### src/rtl/dsha_job_scheduler.sv
// dsha_job_scheduler: nonce sequencer and share filter for the double-SHA256 finisher.
// Ports: job_* job offer in, abort, fin_* finisher drive and results in,
//        result_* hit FIFO out, busy/job_done/overflow/hash_count status out.
`timescale 1ns/1ps
module dsha_job_scheduler #(
    parameter int unsigned FIFO_DEPTH = 4,
    parameter int unsigned PIPE_SKIP  = 2
) (
    input  logic         clk,
    input  logic         rst_n,
    input  logic         job_valid,
    output logic         job_ready,
    input  logic [255:0] job_midstate,
    input  logic [95:0]  job_tail,
    input  logic [31:0]  job_nonce_start,
    input  logic [31:0]  job_nonce_end,
    input  logic [31:0]  job_target,
    input  logic         abort,
    output logic [255:0] fin_X,
    output logic [95:0]  fin_Y,
    output logic [31:0]  fin_nonce,
    input  logic         fin_accepted,
    input  logic [255:0] fin_hash,
    input  logic [31:0]  fin_out_nonce,
    output logic         result_valid,
    input  logic         result_ready,
    output logic [31:0]  result_nonce,
    output logic [31:0]  result_word,
    output logic         busy,
    output logic         job_done,
    output logic         overflow,
    output logic [31:0]  hash_count
);
    localparam int unsigned AW = $clog2(FIFO_DEPTH);
    localparam int unsigned SW = (PIPE_SKIP > 0) ? $clog2(PIPE_SKIP + 1) : 1;
    localparam logic [SW-1:0] SKIP_INIT = SW'(PIPE_SKIP);
    localparam logic [AW:0]   FULL_CNT  = (AW + 1)'(FIFO_DEPTH);

    typedef enum logic [1:0] {S_IDLE, S_RUN, S_DRAIN, S_DONE} state_t;

    state_t         state_q, state_d;
    logic [255:0]   mid_q, mid_d;
    logic [95:0]    tail_q, tail_d;
    logic [31:0]    nonce_q, nonce_d;
    logic [31:0]    end_q, end_d;
    logic [31:0]    tgt_q, tgt_d;
    logic [SW-1:0]  skip_q, skip_d;
    logic [1:0]     drain_q, drain_d;
    logic           eval_q, eval_d;
    logic           ovf_q, ovf_d;
    logic [31:0]    cnt_q, cnt_d;

    logic [63:0]    mem_q [FIFO_DEPTH];
    logic [AW-1:0]  wr_q, wr_d;
    logic [AW-1:0]  rd_q, rd_d;
    logic [AW:0]    fcnt_q, fcnt_d;

    logic        job_take;
    logic        acc_live;
    logic        last_nonce;
    logic        eval_fire;
    logic [31:0] w;
    logic        hit;
    logic        full;
    logic        pop;
    logic        push_ok;
    logic        unused_hash;

    // Top hash word as the host compares it: bytes of fin_hash[255:224] reversed.
    assign w = {fin_hash[231:224], fin_hash[239:232],
                fin_hash[247:240], fin_hash[255:248]};
    assign unused_hash = ^fin_hash[223:0];

    assign last_nonce = (nonce_q == end_q);
    assign job_take   = job_valid && job_ready && !abort;
    // Acceptances only count while a job is issuing or its tail is draining.
    assign acc_live   = fin_accepted && !abort &&
                        ((state_q == S_RUN) ||
                         ((state_q == S_DRAIN) && (drain_q != 2'd0)));
    assign eval_fire  = eval_q && !abort;
    assign hit        = (w <= tgt_q);

    assign full    = (fcnt_q == FULL_CNT);
    assign pop     = result_valid && result_ready;
    assign push_ok = eval_fire && hit && (!full || pop);

    // State register
    always_ff @(posedge clk or negedge rst_n) begin
        if (!rst_n) begin
            state_q <= S_IDLE;
        end else begin
            state_q <= state_d;
        end
    end

    // Next-state logic; DRAIN leaves once the last evaluation is in flight.
    always_comb begin
        state_d = state_q;
        unique case (state_q)
            S_IDLE:  if (job_take) state_d = S_RUN;
            S_RUN:   if (fin_accepted && last_nonce) state_d = S_DRAIN;
            S_DRAIN: if (drain_q == 2'd0) state_d = S_DONE;
            S_DONE:  state_d = S_IDLE;
            default: state_d = S_IDLE;
        endcase
        if (abort) state_d = S_IDLE;
    end

    // Output decode
    always_comb begin
        job_ready = 1'b0;
        busy      = 1'b0;
        job_done  = 1'b0;
        unique case (state_q)
            S_IDLE:         job_ready = 1'b1;
            S_RUN, S_DRAIN: busy      = 1'b1;
            S_DONE:         job_done  = 1'b1;
            default:        job_ready = 1'b0;
        endcase
    end

    // Job registers, nonce stepping, result qualification and counters
    always_comb begin
        mid_d   = mid_q;
        tail_d  = tail_q;
        nonce_d = nonce_q;
        end_d   = end_q;
        tgt_d   = tgt_q;
        skip_d  = skip_q;
        drain_d = drain_q;
        eval_d  = 1'b0;
        ovf_d   = ovf_q;
        cnt_d   = cnt_q;
        if (acc_live) begin
            // The first results after a job start belong to the previous job.
            if (skip_q != '0) skip_d = skip_q - SW'(1);
            else              eval_d = 1'b1;
            if (state_q == S_RUN) begin
                if (last_nonce) drain_d = 2'd2;
                else            nonce_d = nonce_q + 32'd1;
            end else begin
                drain_d = drain_q - 2'd1;
            end
        end
        if (eval_fire) begin
            if (cnt_q != '1) cnt_d = cnt_q + 32'd1;
            if (hit && !push_ok) ovf_d = 1'b1;
        end
        if (job_take) begin
            mid_d   = job_midstate;
            tail_d  = job_tail;
            nonce_d = job_nonce_start;
            end_d   = job_nonce_end;
            tgt_d   = job_target;
            skip_d  = SKIP_INIT;
            drain_d = 2'd0;
            ovf_d   = 1'b0;
            cnt_d   = 32'd0;
        end
        if (abort) eval_d = 1'b0;
    end

    // FIFO pointers; a pop frees the slot a same-cycle push lands in.
    always_comb begin
        wr_d   = push_ok ? wr_q + AW'(1) : wr_q;
        rd_d   = pop ? rd_q + AW'(1) : rd_q;
        fcnt_d = fcnt_q;
        unique case ({push_ok, pop})
            2'b10:   fcnt_d = fcnt_q + (AW + 1)'(1);
            2'b01:   fcnt_d = fcnt_q - (AW + 1)'(1);
            default: fcnt_d = fcnt_q;
        endcase
    end

    always_ff @(posedge clk or negedge rst_n) begin
        if (!rst_n) begin
            mid_q   <= '0;
            tail_q  <= '0;
            nonce_q <= '0;
            end_q   <= '0;
            tgt_q   <= '0;
            skip_q  <= '0;
            drain_q <= '0;
            eval_q  <= 1'b0;
            ovf_q   <= 1'b0;
            cnt_q   <= '0;
            wr_q    <= '0;
            rd_q    <= '0;
            fcnt_q  <= '0;
            for (int unsigned i = 0; i < FIFO_DEPTH; i++) begin
                mem_q[i] <= '0;
            end
        end else begin
            mid_q   <= mid_d;
            tail_q  <= tail_d;
            nonce_q <= nonce_d;
            end_q   <= end_d;
            tgt_q   <= tgt_d;
            skip_q  <= skip_d;
            drain_q <= drain_d;
            eval_q  <= eval_d;
            ovf_q   <= ovf_d;
            cnt_q   <= cnt_d;
            wr_q    <= wr_d;
            rd_q    <= rd_d;
            fcnt_q  <= fcnt_d;
            if (push_ok) mem_q[wr_q] <= {fin_out_nonce, w};
        end
    end

    assign fin_X        = mid_q;
    assign fin_Y        = tail_q;
    assign fin_nonce    = nonce_q;
    assign overflow     = ovf_q;
    assign hash_count   = cnt_q;
    assign result_valid = (fcnt_q != '0);
    assign result_nonce = mem_q[rd_q][63:32];
    assign result_word  = mem_q[rd_q][31:0];

endmodule

### config.mk
export PLATFORM = sky130hd
export DESIGN_NAME = dsha_job_scheduler
export DESIGN_NICKNAME = d
export VERILOG_FILES = /design/src/rtl/dsha_job_scheduler.sv
export SDC_FILE = /design/constraint.sdc
export NUM_CORES = 1
export LEC_CHECK = 0
export ABC_AREA = 1
export BUFFER_PORTS_ARGS = -buffer_cell sky130_fd_sc_hd__buf_2
export CAP_MARGIN = 20
export CORE_AREA = 2 2 477 479
export DETAILED_ROUTE_END_ITERATION = 12
export DIE_AREA = 0 0 479 481
export GPL_TIMING_DRIVEN = 0
export HOLD_SLACK_MARGIN = 0.02
export SYNTH_ARGS = -nofsm -noshare
export SYNTH_HDL_FRONTEND = slang
export SYNTH_SLANG_ARGS = --single-unit
### constraint.sdc
create_clock -name clk -period 3.3 [get_ports clk]
set_input_delay 0.66 -clock clk [delete_from_list [all_inputs] [get_ports clk]]
set_output_delay 0.66 -clock clk [all_outputs]
set_load 0.05 [all_outputs]
After elaboration in Yosys (flattened, before gate mapping)
Cells that the tools add are included.
{ "word_totals": {"output_inout_bits": 485, "word_cells": 116, "in_bits": 742, "regBits": 751} }
{ "classes": {"n_lt_le_gt_ge": 4, "muxes": 35, "bitwise": 2, "addsub": 8, "n_eq_ne": 13, "n_reduce_logical": 36} }
{ "op_table": {"columns": ["op", "count"], "rows": [
  ["$bwmux W256", 1],
  ["$mux W32", 7],
  ["$mux W64", 3],
  ["$bmux W64 S2", 1],
  ["$demux W64 S2", 1],
  ["$add A32 B1 Y32 const B", 2],
  ["$eq A32 B32 Y1", 1],
  ["$le A32 B32 Y1", 1],
  ["$ne A32 B32 Y1 const B", 1],
  ["$mux W2", 11],
  ["$reduce_bool A2 Y1", 9],
  ["$logic_and A1 B1 Y1", 12],
  ["$mux W1", 9],
  ["$ne A3 B3 Y1 const B", 3],
  ["$pmux W2 S4", 1],
  ["$reduce_and A2 Y1", 4],
  ["$eq A2 B2 Y1 const B", 3],
  ["$ge A3 B3 Y1 const B", 2],
  ["$not A2 Y3", 2],
  ["$pmux W3 S2", 1],
  ["$reduce_and A3 Y1", 2],
  ["$add A2 B1 Y2 const B", 2],
  ["$eq A2 B1 Y1 const B", 2],
  ["$logic_not A2 Y1", 2],
  ["other kinds (11)", 15]
]} }

Logic depth before layout (Yosys ltp)
{ "logic_depth": {"ltp_word": 9, "depth_mapped": 22, "mapped_depth_nobuf": 21} }

Worst setup path before layout
Ideal clock, no wire load.
{ "synth_timing": {"kind": "input to register", "start": "input port fin_hash[231]", "end": "register fcnt_q[2]", "setup_ps": 131, "t_arrival_ps": 2822, "n_path_buf": 1, "setup_slack_ps": 347, "cell_stages": 16, "t_required_ps": 3169, "cell_sequence": "ha_1 nand2_1 nor2_2 nand2_1 nor4_4 nand2_1 nand2_1 a21oi_4 buf_2 nand2_1 ha_1 inv_1 fa_1 a21oi_1 o21ai_0 xor2_1"} }
{ "synth_via": {"elab_chain_len": 5, "elab_cells_between_ends": 7, "cone_classes": "order compare: 1; eq/ne: 2; mux: 1; reduce/logical: 3"} }
{ "synth_rtl": {"columns": ["item", "line_no", "source"], "rows": [
  ["start: declaration", "23", "input logic [255:0] fin_hash,"],
  ["$le A32 B32 Y1 *", "81", "assign hit = (w <= tgt_q);"],
  ["$logic_and A1 B1 Y1 * (2 in series)", "85", "assign push_ok = eval_fire && hit && (!full || pop);"],
  ["$eq A2 B1 Y1 or $eq A2 B2 Y1 (tied branches)", "168", "unique case ({push_ok, pop})"],
  ["$pmux W3 S2 or $reduce_bool A2 Y1 (tied branches)", null, null],
  ["end signal: assignment", "206", "fcnt_q <= fcnt_d;"],
  ["end: declaration", "56", "logic [AW:0] fcnt_q, fcnt_d;"]
]} }
Mark *: on every way between the ends. The rest lies on a longest branch, timed or not.
A chain may end at the register's enable or synchronous reset.

Final worst setup path
{ "layout_timing": {"start": "register rd_q[0]", "end": "output port result_word[29]"} }
{ "layout_via": {"elab_chain_len": 4} }
{ "layout_rtl": {"columns": ["item", "line_no", "source"], "rows": [
  ["start: declaration", "55", "logic [AW-1:0] rd_q, rd_d;"],
  ["start signal: assignment", "205", "rd_q <= rd_d;"],
  ["$not A2 Y3 (implied by the code)", "218", "assign result_word = mem_q[rd_q][31:0];"],
  ["$bmux W64 S2", "218", null],
  ["$mux W64 (implied by the code) (2 in series)", "218", null],
  ["end: declaration", "28", "output logic [31:0] result_word,"]
]} }
Every way passes these cells. The select of a mux whose other input is x is not followed.

==> results.md <==
- IO buf count: 1,002
- VDD IR max: around 0.91 mV
- CP cell instances: clkbuf_8, inv_1, clkbuf_8, clkbuf_2, nor2_1, o22ai_2, buf_4
- DIE HEIGHT: 481 um
- CP Class: reg -> out
- Crit end category: primary output
- Slowest cell delay on critical path: roughly 0.46 ns
- Std cell rows: 175
- DR vias: 35.19k
- GRT Total Usage: between 10% and 20%
- Hold crit path type: in -> reg
- CTS Sinks: between 700 and 800
- CTS max path bufs: 3
- Layout cells sized above 1: 24.24%
- Detailed placement HPWL: 193,200 um
- DR pass1 iterations: 7
- Top-level I/O count: roughly 1.2k
- CP max-delay cell: dfrtp_2
- CP arrival: 2.62 ns
- RSZ-0062 raised after global routing: yes
- Max-cap viol count: 0
- Max_slew headroom: ~33%
- Pwr dens: roughly 1100 mW/mm^2
- Fin util: 21.07%
- Worst slew pin tran: 1.003 ns
- Synth area leaders: dfrtp_1, nand2_1, nand4_1, o21ai_0, nor2_1
- CTS buffer count: 94
- Post-synthesis register bit count: 751
- Main synth FF type: dfrtp_1
- Top cell type by total area after synthesis: dfrtp_1
- Clock root cell: clkbuf_16
- Share of the yosys chip area belonging to registers: 54.72%
- Clock transition at path regs: 0.06 ns
- Wire length per cell: between 20 and 30 um
- Initial DRC count: ~3.1k
- Synth Instances: 4,225
- Overall power: ~50,000 uW
- Syn Nets: 5,014
- FMAX: 305.0 MHz
- CTS H-tree lvls: 3
- Fin area: around 0.048 mm^2
- Largest net degree at the start of global routing: 118
- DIE WIDTH: 479 um
- Antenna violations before repair: 217
- Yosys cell types: 41
- Clk_skew: 0.06887 ns
- Area growth syn-to-layout: 38.51%
- Number of synthesized flops with an enable pin: 0
- Synth async-reset ratio: 100.0%
- Vias in the first global route: 33.68k
- Die area: 0.2304 mm^2
- FF-to-FF setup slack: 0.21 ns
- Placed Instances: 8,249
- Hold Violations, Final: 0
- CP max FO: 10
- Area post-placement: 0.04344 mm^2
- Finish-stage setup viols: 0
- Core area: 0.2257 mm^2
- Yosys warns: 0
- Placer congestion estimate: 1.046
- Fin crit period: 3.278 ns
- CTS tree: done
- Mapped Area: 0.03434 mm^2
- Final Non-Filler Cells: 8,607
- Critical Path RT: 2.64 ns
- Clk_lat worst skew: 0.77 ns
- First-pass GRT wire length: 300,700 um
- Leakage power: around 0.025 uW
- DRC violations left: 0
- Via-to-Cell Ratio: 4.088
- Gr ovfl total: 0
- Crit start category: flop
- Status: finished, final reports clean
- Post-layout nets: 6,132
- ANT nets after route: 0
- Hold Slack: ~0.1 ns
- Initial core utilization: 15.21%
- Routed Wire Length: approximately 230,000 um
- Most frequent CP cell: clkbuf_8
- Share of the synthesized area in the top cell type: around 55%
- Tcrit/Tclk final: 99.34%
- Max Slew Vio Count: 0
- Syn avg cell area: 8.129 um^2
through the flow:
step / setup slack, ns / TNS [ns]
3_5_place_dp: -0.8913 / -113.84
5_1_grt: 0.0004470 / 0
4_1_cts: 0.001083 / 0
3_3_place_gp: -16.14 / -
2_1_floorplan: 0.3473 / 0
6_report: 0.02174 / 0
worst paths after layout:
path / startpoint / to / cells after the start
setup / recovery: rd_q[0] / result_word[29] / 7
hold / removal: job_midstate[97] / fin_X[97] / 3
setup reg to reg: tgt_q[31] / fcnt_q[2] / 17
hold reg to reg: mem_q[186] / mem_q[186] / 2
max in group asynchronous: rst_n / fin_X[15] / 6
min in group asynchronous: rst_n / mem_q[54] / 2
synth_stat cells (3+ instances only):
cell,number
a21oi_1,30
buf_1,9
buf_2,31
buf_4,3
buf_6,24
clkbuf_1,208
dfrtp_1,751
ha_1,46
inv_1,132
inv_2,3
nand2_1,1988
nand3_1,72
nand3b_1,6
nand4_1,290
nand4_2,4
nor2_1,210
nor2_4,3
nor3_1,33
nor3b_1,3
nor4_1,7
o21ai_0,208
o21ai_1,10
o22ai_1,64
o31ai_1,10
or2_2,6
xnor2_1,12
xor2_1,46
repair_timing:
action / in CTS / in global routing
pin swaps: 2 / 1
hold buffers: 8 / 0
setup endpoints to repair: 339 / 81
endpoints found under the hold margin: 49 / 0
gates cloned: 0 / 0
gates resized for setup: 87 / 52
setup buffers: 1 / 0
critical path: cells and delay by family (launching register included):
family          cells  cell delay, ns
compound gates      1            0.29
buf+inv             5            1.04
flops               1            0.46
simple gates        1            0.08
power by group:
part / switching, uW / total, uW / internal [uW]
Clock: 4730 / 11100 / 6380
Sequential: 2020 / 14200 / 12200
Combinational: 19800 / 25200 / 5430
flip-flops by register name, summed over array words and instances, names as in the netlist, 3 cells and up:
register and cells:
fin_nonce 32, fin_X 256, fin_Y 96, end_q 32, fcnt_q 3, hash_count 32, mem_q 256, tgt_q 32
layer usage:
layer	up-vias	part of all wire (%)	wire [um]	global-route usage, %
li1	16070	-	-	-
met1	16770	34	78620	20.77
met2	1793	49	113300	33.57
met3	540	9.5	21800	5.431
met4	14	7.0	16050	11.70
met5	-	0.036	83	0
cell usage in the layout (no fill, tap or decap), types with 7 or more instances in the layout:
master / synthesis / routed
nor2_1: 210 / 210
a21oi_1: 30 / 29
clkbuf_8: 0 / 21
buf_1: 9 / 8
xor2_1: 46 / 46
o22ai_2: 0 / 15
inv_1: 132 / 131
diode_2: 0 / 177
nand4_1: 290 / 290
o21ai_0: 208 / 208
ha_1: 46 / 46
buf_4: 3 / 31
buf_2: 31 / 980
nand3_1: 72 / 71
o31ai_1: 10 / 10
bufinv_16: 0 / 8
clkbuf_16: 0 / 95
buf_16: 0 / 9
clkbuf_1: 208 / 187
nand2_1: 1988 / 1986
nor4_1: 7 / 7
clkbuf_2: 1 / 20
xnor2_1: 12 / 12
clkbuf_4: 0 / 30
clkinvlp_4: 0 / 7
buf_6: 24 / 30
nor3_1: 33 / 33
o22ai_1: 64 / 49
o21ai_1: 10 / 10
clkinv_2: 0 / 19
dlygate4sd3_1: 0 / 8
dfrtp_1: 751 / 750
layout make-up:
cell class	count	area, um^2
Antenna cell	177	442.9
Buffer	274	1353
Clock buffer	126	2674
Clock inverter	48	569.3
Fill cell	25370	178200
Inverter	135	513.0
Multi-Input combinational cell	3063	13880
Sequential cell	751	18790
Tap cell	3009	3765
Timing Repair Buffer	1024	5575
cell families after synthesis:
kind of cell,count (synthesis),share of synthesized area (%)
AO/OA/AOI/OAI,329,5.177
XOR/XNOR,58,1.479
adder cells (fa/ha/maj),47,1.734
buffers and inverters,411,5.166
flip-flops,751,54.72
AND/OR/NAND/NOR,2629,31.72
Note: power is estimated with default switching activity, not from simulation.
